==> config.mk <==
export PLATFORM = sky130hd
export DESIGN_NAME = vga_frame_mem_arbiter
export DESIGN_NICKNAME = d
export VERILOG_FILES = /design/src/rtl/vga_frame_mem_arbiter.sv
export SDC_FILE = /design/constraint.sdc
export NUM_CORES = 1
export LEC_CHECK = 0
export CAP_MARGIN = 20
export CORE_MARGIN = 5
export CORE_UTILIZATION = 43
export DETAILED_ROUTE_END_ITERATION = 8
export GPL_TIMING_DRIVEN = 0
export PLACE_DENSITY = 0.79
export RECOVER_POWER = 100
export SLEW_MARGIN = 25
export SYNTH_ARGS = -nofsm -noshare
export SYNTH_HDL_FRONTEND = slang
export SYNTH_SLANG_ARGS = --single-unit
==> constraint.sdc <==
create_clock -name CLK -period 2.3 [get_ports CLK]
set_input_delay 0.46 -clock CLK [delete_from_list [all_inputs] [get_ports CLK]]
set_output_delay 0.46 -clock CLK [all_outputs]
set_load 0.02 [all_outputs]
==> src/rtl/vga_frame_mem_arbiter.sv <==
// vga_frame_mem_arbiter
//
// Purpose:
//   Shares one single-port synchronous image RAM (1-cycle read latency)
//   between the VGA display fetch path and a host load/readback port.
//   The display fetch always wins. The host is served in cycles with no
//   display request, optionally restricted to blanking intervals. All RAM
//   port signals are owned here.
//
// Ports:
//   CLK          system clock, posedge
//   RSTN         asynchronous active-low reset
//   IN_BLANK     1 = display outside the active window
//   DISP_REQ     display read request, one cycle per pixel, never stalled
//   DISP_ADDR    display read address, valid with DISP_REQ
//   DISP_DATA    display read data (holds between results)
//   DISP_VALID   DISP_DATA valid, 1-cycle pulse, 2 cycles after DISP_REQ
//   HOST_REQ     host access request, held until HOST_GNT
//   HOST_WE      1 = write, 0 = read
//   HOST_ADDR    host address
//   HOST_WDATA   host write data
//   HOST_GNT     combinational grant: host access issued this cycle
//   HOST_RDATA   host read data (holds between results)
//   HOST_RVALID  HOST_RDATA valid, 1-cycle pulse, 2 cycles after grant
//   HOST_STARVE  sticky flag: host waited STARVE_LIMIT cycles
//   MEM_ADDR     RAM address
//   MEM_WE       RAM write enable
//   MEM_WDATA    RAM write data
//   MEM_RDATA    RAM read data, valid the cycle after MEM_ADDR

module vga_frame_mem_arbiter #(
  parameter int AW           = 16,
  parameter int DW           = 8,
  parameter int BLANK_ONLY   = 0,
  parameter int STARVE_LIMIT = 4095
) (
  input  logic          CLK,
  input  logic          RSTN,
  input  logic          IN_BLANK,
  input  logic          DISP_REQ,
  input  logic [AW-1:0] DISP_ADDR,
  output logic [DW-1:0] DISP_DATA,
  output logic          DISP_VALID,
  input  logic          HOST_REQ,
  input  logic          HOST_WE,
  input  logic [AW-1:0] HOST_ADDR,
  input  logic [DW-1:0] HOST_WDATA,
  output logic          HOST_GNT,
  output logic [DW-1:0] HOST_RDATA,
  output logic          HOST_RVALID,
  output logic          HOST_STARVE,
  output logic [AW-1:0] MEM_ADDR,
  output logic          MEM_WE,
  output logic [DW-1:0] MEM_WDATA,
  input  logic [DW-1:0] MEM_RDATA
);

  typedef enum logic [0:0] {
    S_IDLE = 1'b0,
    S_WAIT = 1'b1
  } host_state_t;

  host_state_t   host_state;
  logic [15:0]   wait_cnt;
  logic [15:0]   wait_cnt_inc;
  logic          host_window;
  logic          disp_sel;
  logic          host_gnt_c;
  logic [AW-1:0] addr_hold;
  // tag_q[1]: display read in flight, tag_q[0]: host read in flight
  logic [1:0]    tag_q;

  // Grant decision. Everything is gated by RSTN so the RAM port and the
  // grant stay quiet for the whole reset interval, not only after an edge.
  always_comb begin
    host_window = (BLANK_ONLY == 0) || IN_BLANK;
    disp_sel    = RSTN && DISP_REQ;
    host_gnt_c  = RSTN && !DISP_REQ && HOST_REQ && host_window;
  end

  assign HOST_GNT = host_gnt_c;

  // RAM port mux. With no owner the address parks on the last driven value
  // so the RAM does not see spurious address toggles.
  always_comb begin
    MEM_ADDR  = addr_hold;
    MEM_WE    = 1'b0;
    MEM_WDATA = '0;
    if (disp_sel) begin
      MEM_ADDR = DISP_ADDR;
    end else if (host_gnt_c) begin
      MEM_ADDR  = HOST_ADDR;
      MEM_WE    = HOST_WE;
      MEM_WDATA = HOST_WDATA;
    end
  end

  // Registered copy of the address actually presented to the RAM.
  always_ff @(posedge CLK or negedge RSTN) begin
    if (!RSTN) begin
      addr_hold <= '0;
    end else begin
      addr_hold <= MEM_ADDR;
    end
  end

  // Read return pipeline: the tag follows each read by one cycle so the
  // RAM data arriving a cycle later can be steered to the right consumer.
  // Only one tag bit can be set at a time, so results come out in issue
  // order at one per cycle. The unselected data output keeps its value.
  always_ff @(posedge CLK or negedge RSTN) begin
    if (!RSTN) begin
      tag_q       <= 2'b00;
      DISP_DATA   <= '0;
      DISP_VALID  <= 1'b0;
      HOST_RDATA  <= '0;
      HOST_RVALID <= 1'b0;
    end else begin
      tag_q       <= {disp_sel, host_gnt_c && !HOST_WE};
      DISP_VALID  <= tag_q[1];
      HOST_RVALID <= tag_q[0];
      if (tag_q[1]) begin
        DISP_DATA <= MEM_RDATA;
      end
      if (tag_q[0]) begin
        HOST_RDATA <= MEM_RDATA;
      end
    end
  end

  // Saturating increment so a very long stall cannot wrap back to zero.
  always_comb begin
    wait_cnt_inc = (wait_cnt == 16'hFFFF) ? wait_cnt : wait_cnt + 16'd1;
  end

  // Host wait tracker. Every cycle with HOST_REQ high and no grant counts
  // as one wait cycle; the starve flag is set as soon as the count of wait
  // cycles reaches STARVE_LIMIT and only reset clears it. A host dropping
  // its request without a grant is tolerated and simply restarts the count.
  always_ff @(posedge CLK or negedge RSTN) begin
    if (!RSTN) begin
      host_state  <= S_IDLE;
      wait_cnt    <= 16'd0;
      HOST_STARVE <= 1'b0;
    end else begin
      case (host_state)
        S_IDLE: begin
          if (HOST_REQ && !host_gnt_c) begin
            host_state <= S_WAIT;
            wait_cnt   <= wait_cnt_inc;
            if (wait_cnt_inc == 16'(STARVE_LIMIT)) begin
              HOST_STARVE <= 1'b1;
            end
          end else begin
            wait_cnt <= 16'd0;
          end
        end
        S_WAIT: begin
          if (host_gnt_c || !HOST_REQ) begin
            host_state <= S_IDLE;
            wait_cnt   <= 16'd0;
          end else begin
            wait_cnt <= wait_cnt_inc;
            if (wait_cnt_inc == 16'(STARVE_LIMIT)) begin
              HOST_STARVE <= 1'b1;
            end
          end
        end
        default: begin
          host_state <= S_IDLE;
          wait_cnt   <= 16'd0;
        end
      endcase
    end
  end

endmodule

**Word-level counts from Yosys, hierarchy flattened**

Cells that the tools add are included.

- $mul: 0
- Add/subtract/negate cells: 1
- Muxes and demuxes: 17
- Divide/modulo/power cells: 0
- Reduce and logical (&&, ||, !) cells: 11
- Order comparisons: 0
- Equal/unequal tests: 4
- Bitwise gates (word level): 1
- Shift-type cells: 0

Operators with widths:

| kind | count |
|---|---|
| $mux W16 | 5 |
| $pmux W16 S2 | 1 |
| $add A16 B1 Y16 const B | 1 |
| $eq A16 B12 Y1 const B | 1 |
| $eq A16 B16 Y1 const B | 1 |
| $mux W8 | 2 |
| $mux W1 | 7 |
| $logic_and A1 B1 Y1 | 5 |
| $logic_not A1 Y1 | 4 |
| $ne A2 B2 Y1 const B | 2 |
| $pmux W1 S2 | 2 |
| $reduce_and A2 Y1 | 1 |
| $logic_or A1 B1 Y1 | 1 |
| $not A1 Y1 | 1 |

- Word-level logic and storage cells: 43
- Bits in read-only memories: 0
- Memories: 0
- Latch bits: 0
- Bits in registers: 54
- Output and inout port bits: 45
- Memory bits (writable): 0

**Logic depth before layout (Yosys ltp)**

Gate-level depths: netlist (run 1).

- Depth after elaboration: 7
- Gate-level depth with buffers: 7
- Gate-level depth less buffers: 6

**Least setup slack after synthesis (run 1)**

OpenSTA, ideal clock, no wires.

- Path type: input to output
- From: input port DISP_REQ
- To: output port MEM_ADDR[12]
- Slack: -0.046 ns
- Data arrival time: 1.886 ns
- Data required time: 1.840 ns
- Cell stages on the path: 5
- Path through: nand2b_1 -> nor2_2 -> buf_2 -> mux2i_1 -> o21ai_0

- Cells in the longest elaborated chain, start to end: 5
- Elaborated cells between the ends (all ways): 6

RTL lines:

| item | RTL line | text |
|---|---|---|
| start, declared | 40 | `input logic DISP_REQ,` |
| $logic_not A1 Y1 | 78 | `host_gnt_c = RSTN && !DISP_REQ && HOST_REQ && host_window;` |
| $logic_and A1 B1 Y1 (2 in a row) | 78 |  |
| $mux W16 | 91 | `end else if (host_gnt_c) begin` |
| $mux W16 * | 89 | `if (disp_sel) begin` |
| end, declared | 52 | `output logic [AW-1:0] MEM_ADDR,` |

Every way passes the cells marked *; elsewhere a longest branch is shown, timed or not.

**Worst setup path in the final report (run 1)**

- From: input port DISP_REQ
- To: output port MEM_ADDR[9]

Same word-level chain as after synthesis.

==> qor.yml, run 1 <==
hold_buffers: 0
cts_root_buf: "clkbuf_8"
final_common_cell: "dfrtp_1"
nNetsFinal: 404
r2r_start: "wait_cnt[0]"
criticalPathCategory: "primary input to primary output"
path_clk_slew_ns: 0.09
antenna_cells: 0
leakage_uw: 0.00165
highest_layer: "met4"
final_util_pct: 68.2
core_um2: 5570
relSlewSlack_pct: 1.56
grt_max_degree: 29
syn_area_um2: 2500
grt_pass1_vias: 2229
cp-start-kind: "primary input"
final_cell_mix: "dfrtp_1 (53), clkdlybuf4s50_1 (48), nand2_1 (24), dlygate4sd3_1 (20), mux2i_1 (18)"
drt_wl_total_um: 6690
routedWlPerCell_um: 15.9
die_y_um: 86.3
fp.dieW_um: 86.3
setup_viol: 0
synthCells: 227
ys_warn_count: 0
fin_skew_ns: 0.00808
wl_met3_um: 617
syn2layout_area_growth_pct: 51.8
cts_made_buffers: 5
ys_seq_elements: 53
tightest_slew_ns: 1.48
synth_top_family_by_area: "simple AND/OR/NAND/NOR gates"
grt_remaining_overflow: 0
drtAntennaViolNets: 0
hp-class: "primary input to async pin"
vias_per_cell: 5.11
insertion_delay_ns: 0.31
fin_crit_sh_pct: 97.0
synth_xor_area_share_pct: 2.80
grt_pass1_wl_um: 10700
fin_area_um2: 3800
route.vias.total: 2157
yosys.area_share.simple_pct: 17.9
cp_max_fo: 6
firstDrtPassIters: 4
max_freq_ghz: 0.448
maxSlewViolCount: 0
synth_mux_area_share_pct: 14.8
crit_required_ns: 1.84
syn_nets: 282
first_iter_violations: 99
drv_cap: 0
yosys.area_share.adder_pct: 0.500
drive_gt1_share_pct: 22.9
place_area_um2: 3590
routabilityCongestion: 0.864
clockBufferDepth: 2
post-dp-hpwl_um: 4670
synth_compound_area_share_pct: 8.04
finalCriticalPeriod_ns: 2.23
ctsHtreeMaxLevel: 2
final-hold-violation-count: 0
ys_seq_area_share_pct: 52.9
r2r_slack_ns: 0.14
die_area_um2: 7450
numPortBuffers: 97
post-place-ws_ns: -0.969
synth.avg_cell_area_um2: 11.0
setup_ws_ns: 0.0681
grt_usage_pct: 18.0
drt-met1-wl_um: 2670
top_level_ports: 99
rows: 27
power_density_nw_per_um2: 583
cp-startpoint: "DISP_REQ"
ir_drop_uv: 598
cp_data_arrival_time_ns: 1.77
yosysUniqueCellTypes: 38
cts.sinks: 53
end_kind: "primary output"
start_util_pct: 44.9
rsz0062_at_grt: "true"
routed-wl-met2_um: 3280
drc: 0
outcome: "completed"
antenna_found_initial: 0
cts_tree: "built"
sequential cells by signal, summed over array words and instances (netlist names):
name,cells
DISP_DATA,8
addr_hold,16
HOST_RDATA,8
wait_cnt,16
HOST_STARVE,1
tag_q,2
HOST_RVALID,1
DISP_VALID,1
cell families (layout without fill, tap and decap cells):
family | Yosys count | after routing
multiplexers | 35 | 35
adder cells (fa/ha/maj) | 1 | 1
AND/OR/NAND/NOR | 81 | 81
buffers and inverters | 17 | 140
XOR/XNOR | 8 | 8
AO/OA/AOI/OAI | 32 | 32
flip-flops | 53 | 53
layout make-up:
class	instances	area, um^2
Tap cell	72	90.1
Clock inverter	2	16.3
Inverter	5	18.8
Timing Repair Buffer	116	1090
Buffer	11	81.3
Fill cell	439	1770
Sequential cell	53	1330
Clock buffer	6	82.6
Multi-Input combinational cell	157	1100
synthesized netlist by cell type, drive strengths merged:
cell / instances / area share (%)
nor4: 6 / 2.0
a211oi: 2 / 0.80
and4: 2 / 0.70
o211a: 1 / 0.40
and3: 2 / 0.55
nand4: 7 / 2.3
inv: 5 / 0.75
nand2b: 2 / 0.50
or4: 1 / 0.30
nand2: 24 / 3.6
a211o: 1 / 0.35
xnor2: 3 / 1.0
nor4b: 1 / 0.35
a41o: 1 / 0.40
clkbuf: 8 / 1.2
dfrtp: 53 / 53
and2: 11 / 2.7
a31oi: 1 / 0.25
nor2: 14 / 2.2
mux2: 17 / 7.6
mux2i: 18 / 7.2
nor3: 3 / 0.60
xor2: 5 / 1.7
o41a: 1 / 0.45
a21oi: 3 / 0.60
nand3: 8 / 2.0
o311a: 2 / 0.80
buf: 4 / 1.0
ha: 1 / 0.50
o21ai: 20 / 4.0
critical path: stages:
cell,delay [ns]
dlygate4sd2_1,0.24
nand2b_4,0.16
nor2_4,0.17
bufbuf_16,0.30
mux2i_1,0.18
o21ai_1,0.09
buf_2,0.17
stage by stage:
stage                     total power [uW]  hold WS, ns  cells  setup TNS [ns]
after floorplan                       1350        0.164    227               0
after global placement                1680        0.362    396         -178.15
after detailed placement              1700        0.365    397          -20.81
after CTS                             2260        0.113    412               0
after global routing                  2330       0.0852    422         -0.0261
final                                 2220       0.0915    422               0
worst paths after layout:
path | endpoint | cells past startpoint
worst min register to register | DISP_VALID | 0
worst max-delay path | MEM_ADDR[9] | 7
worst max register to register | HOST_STARVE | 6
max in group asynchronous | HOST_STARVE | 2
worst min-delay path | wait_cnt[2] | 2
min in group CLK | DISP_VALID | 0
per-layer routing:
metal	track usage (%)	vias to the layer above
met3	8.08	11
met2	28.7	74
met1	21.7	1019
li1	-	1053
met4	5.81	0
met5	0	-
report_power, final:
| part | internal [uW] | total, uW | leakage (uW) | switching, uW |
|---|---|---|---|---|
| sequential | 1030 | 1070 | 0.000675 | 38.7 |
| clock | 248 | 570 | 0.0000478 | 322 |
| combinational | 290 | 582 | 0.000925 | 292 |
timing repair:
| action | in CTS | in global routing |
|---|---|---|
| endpoints found under the setup margin | 26 | 26 |
| pin swaps | 2 | 1 |
| gates cloned | 2 | 1 |
| buffers inserted | 6 | 9 |
| resized for setup | 115 | 1 |
(Power assumes the default switching activity.)
==> inputs of run 2 (changes only) <==
Settings changed: GPL_TIMING_DRIVEN 0 to 1, PLACE_DENSITY 0.79 to not set, PLACE_DENSITY_LB_ADDON set to 0.2.
==> run 2 against run 1 <==
Sequential share of layout area is 1.1 points higher. Maximum frequency is 0.17% lower. Core utilization is 2.1 points lower. Clock skew is 0.00066 ns lower. Count of clock-buffer cells in the layout is 1 lower. Cell area is 3.1% lower. Non-clock buffer count is 17 lower. Critical path type unchanged. Critical endpoint is now MEM_ADDR[12]. Highest routed layer unchanged.
==> qor.yml, run 2 (synthesis gave the netlist of run 1 again) <==
outcome: "completed"
end_kind: "primary output"
grt_remaining_overflow: 0
top_level_ports: 99
cts_made_buffers: 5
insertion_delay_ns: 0.31
routabilityCongestion: 0.817
drc: 0
hp-class: "primary input to async pin"
criticalPathCategory: "primary input to primary output"
path_clk_slew_ns: 0.10
max_freq_ghz: 0.447
syn2layout_area_growth_pct: 47.2
first_iter_violations: 103
vias_per_cell: 5.10
crit_required_ns: 1.84
fin_skew_ns: 0.00742
final-hold-violation-count: 0
drtAntennaViolNets: 0
cts.sinks: 53
post-place-ws_ns: -0.526
fp.dieW_um: 86.3
firstDrtPassIters: 4
grt_pass1_wl_um: 10600
regArea_um2: 1330
maxSlewViolCount: 0
cts_tree: "built"
rsz0062_at_grt: "false"
die_y_um: 86.3
drive_gt1_share_pct: 19.5
routedWlPerCell_um: 15.5
drv_cap: 0
rows: 27
grt_usage_pct: 17.8
final_cell_mix: "dfrtp_1 (53), clkdlybuf4s50_1 (49), nand2_1 (24), dlygate4sd3_1 (19), mux2i_1 (18)"
start_util_pct: 44.9
power_density_nw_per_um2: 588
fin_cells: 405
cp-start-kind: "primary input"
leakage_uw: 0.00157
tightest_slew_ns: 1.21
fin_tns_setup_ns: 0
route.vias.total: 2065
ir_drop_uv: 372
fin_crit_sh_pct: 97.2
clockBufferDepth: 2
setup_ws_ns: 0.0643
grt_max_degree: 51
numPortBuffers: 97
cts_root_buf: "clkbuf_8"
multiInputGateArea_um2: 1110
die_area_um2: 7450
setup_viol: 0
ctsHtreeMaxLevel: 2
num-fill-cells: 463
finalCriticalPeriod_ns: 2.24
top_regs: "addr_hold: 16 flops, wait_cnt: 16 flops"
dp_cells: 394
final_common_cell: "dfrtp_1"
grt_pass1_vias: 2234
core_um2: 5570
cp_data_arrival_time_ns: 1.78
antenna_cells: 0
cp_max_fo: 7
drt_wl_total_um: 6290
relSlewSlack_pct: 19.6
hold_buffers: 0
nNetsFinal: 387
r2r_slack_ns: 0.30
antenna_found_initial: 0
post-dp-hpwl_um: 4680
[run 2: cell type report]
type | instances | share of cell area [%]
clock buffer | 5 | 1.87
clock inverter | 3 | 0.577
inverter | 5 | 0.509
multi-input combinational | 157 | 30.0
sequential | 53 | 36.0
tap | 72 | 2.44
timing repair buffer | 110 | 28.6
[run 2: final timing paths]
kind / from / to / cells after the start
min reg2reg: HOST_STARVE / HOST_STARVE / 1
min: RSTN / addr_hold[15] / 2
max reg2reg: wait_cnt[0] / wait_cnt[5] / 6
min in group CLK: HOST_STARVE / HOST_STARVE / 1
max: DISP_REQ / MEM_ADDR[12] / 7
max in group asynchronous: RSTN / addr_hold[9] / 2
[run 2: timing repair]
item	CTS	global route
setup endpoints to repair	26	8
pin swaps	2	2
gates resized for setup	95	1
setup buffers	2	0
cloned	1	0
[run 2: worst max-delay path, stage by stage]
cell	delay [ns]
dlygate4sd2_1	0.26
nand2b_4	0.16
nor2_4	0.15
buf_12	0.15
mux2i_1	0.18
o21ai_1	0.08
dlygate4sd2_1	0.33
[run 2: stage by stage]
stage | hold slack (ns) | total power (uW) | area (um^2) | util [%]
after floorplan | 0.164 | 1350 | 2500 | -
after global placement | 0.446 | 1690 | 3600 | 64.7
after detailed placement | 0.456 | 1700 | 3600 | 64.7
after CTS | 0.137 | 2230 | 3710 | 66.6
after global routing | 0.171 | 2290 | 3690 | 66.1
final | 0.155 | 2170 | 3690 | 66.1
[run 2: power breakdown]
part / switching (uW) / total [uW] / internal (uW)
Clock: 322 / 539 / 217
Combinational: 278 / 557 / 280
Sequential: 45.0 / 1070 / 1030
[run 2: per-layer routing]
metal | routed length [um] | GRT usage (%)
met1 | 2440 | 20.0
met2 | 3190 | 30.8
met3 | 591 | 7.89
met4 | 65 | 4.67
met5 | 0 | 0
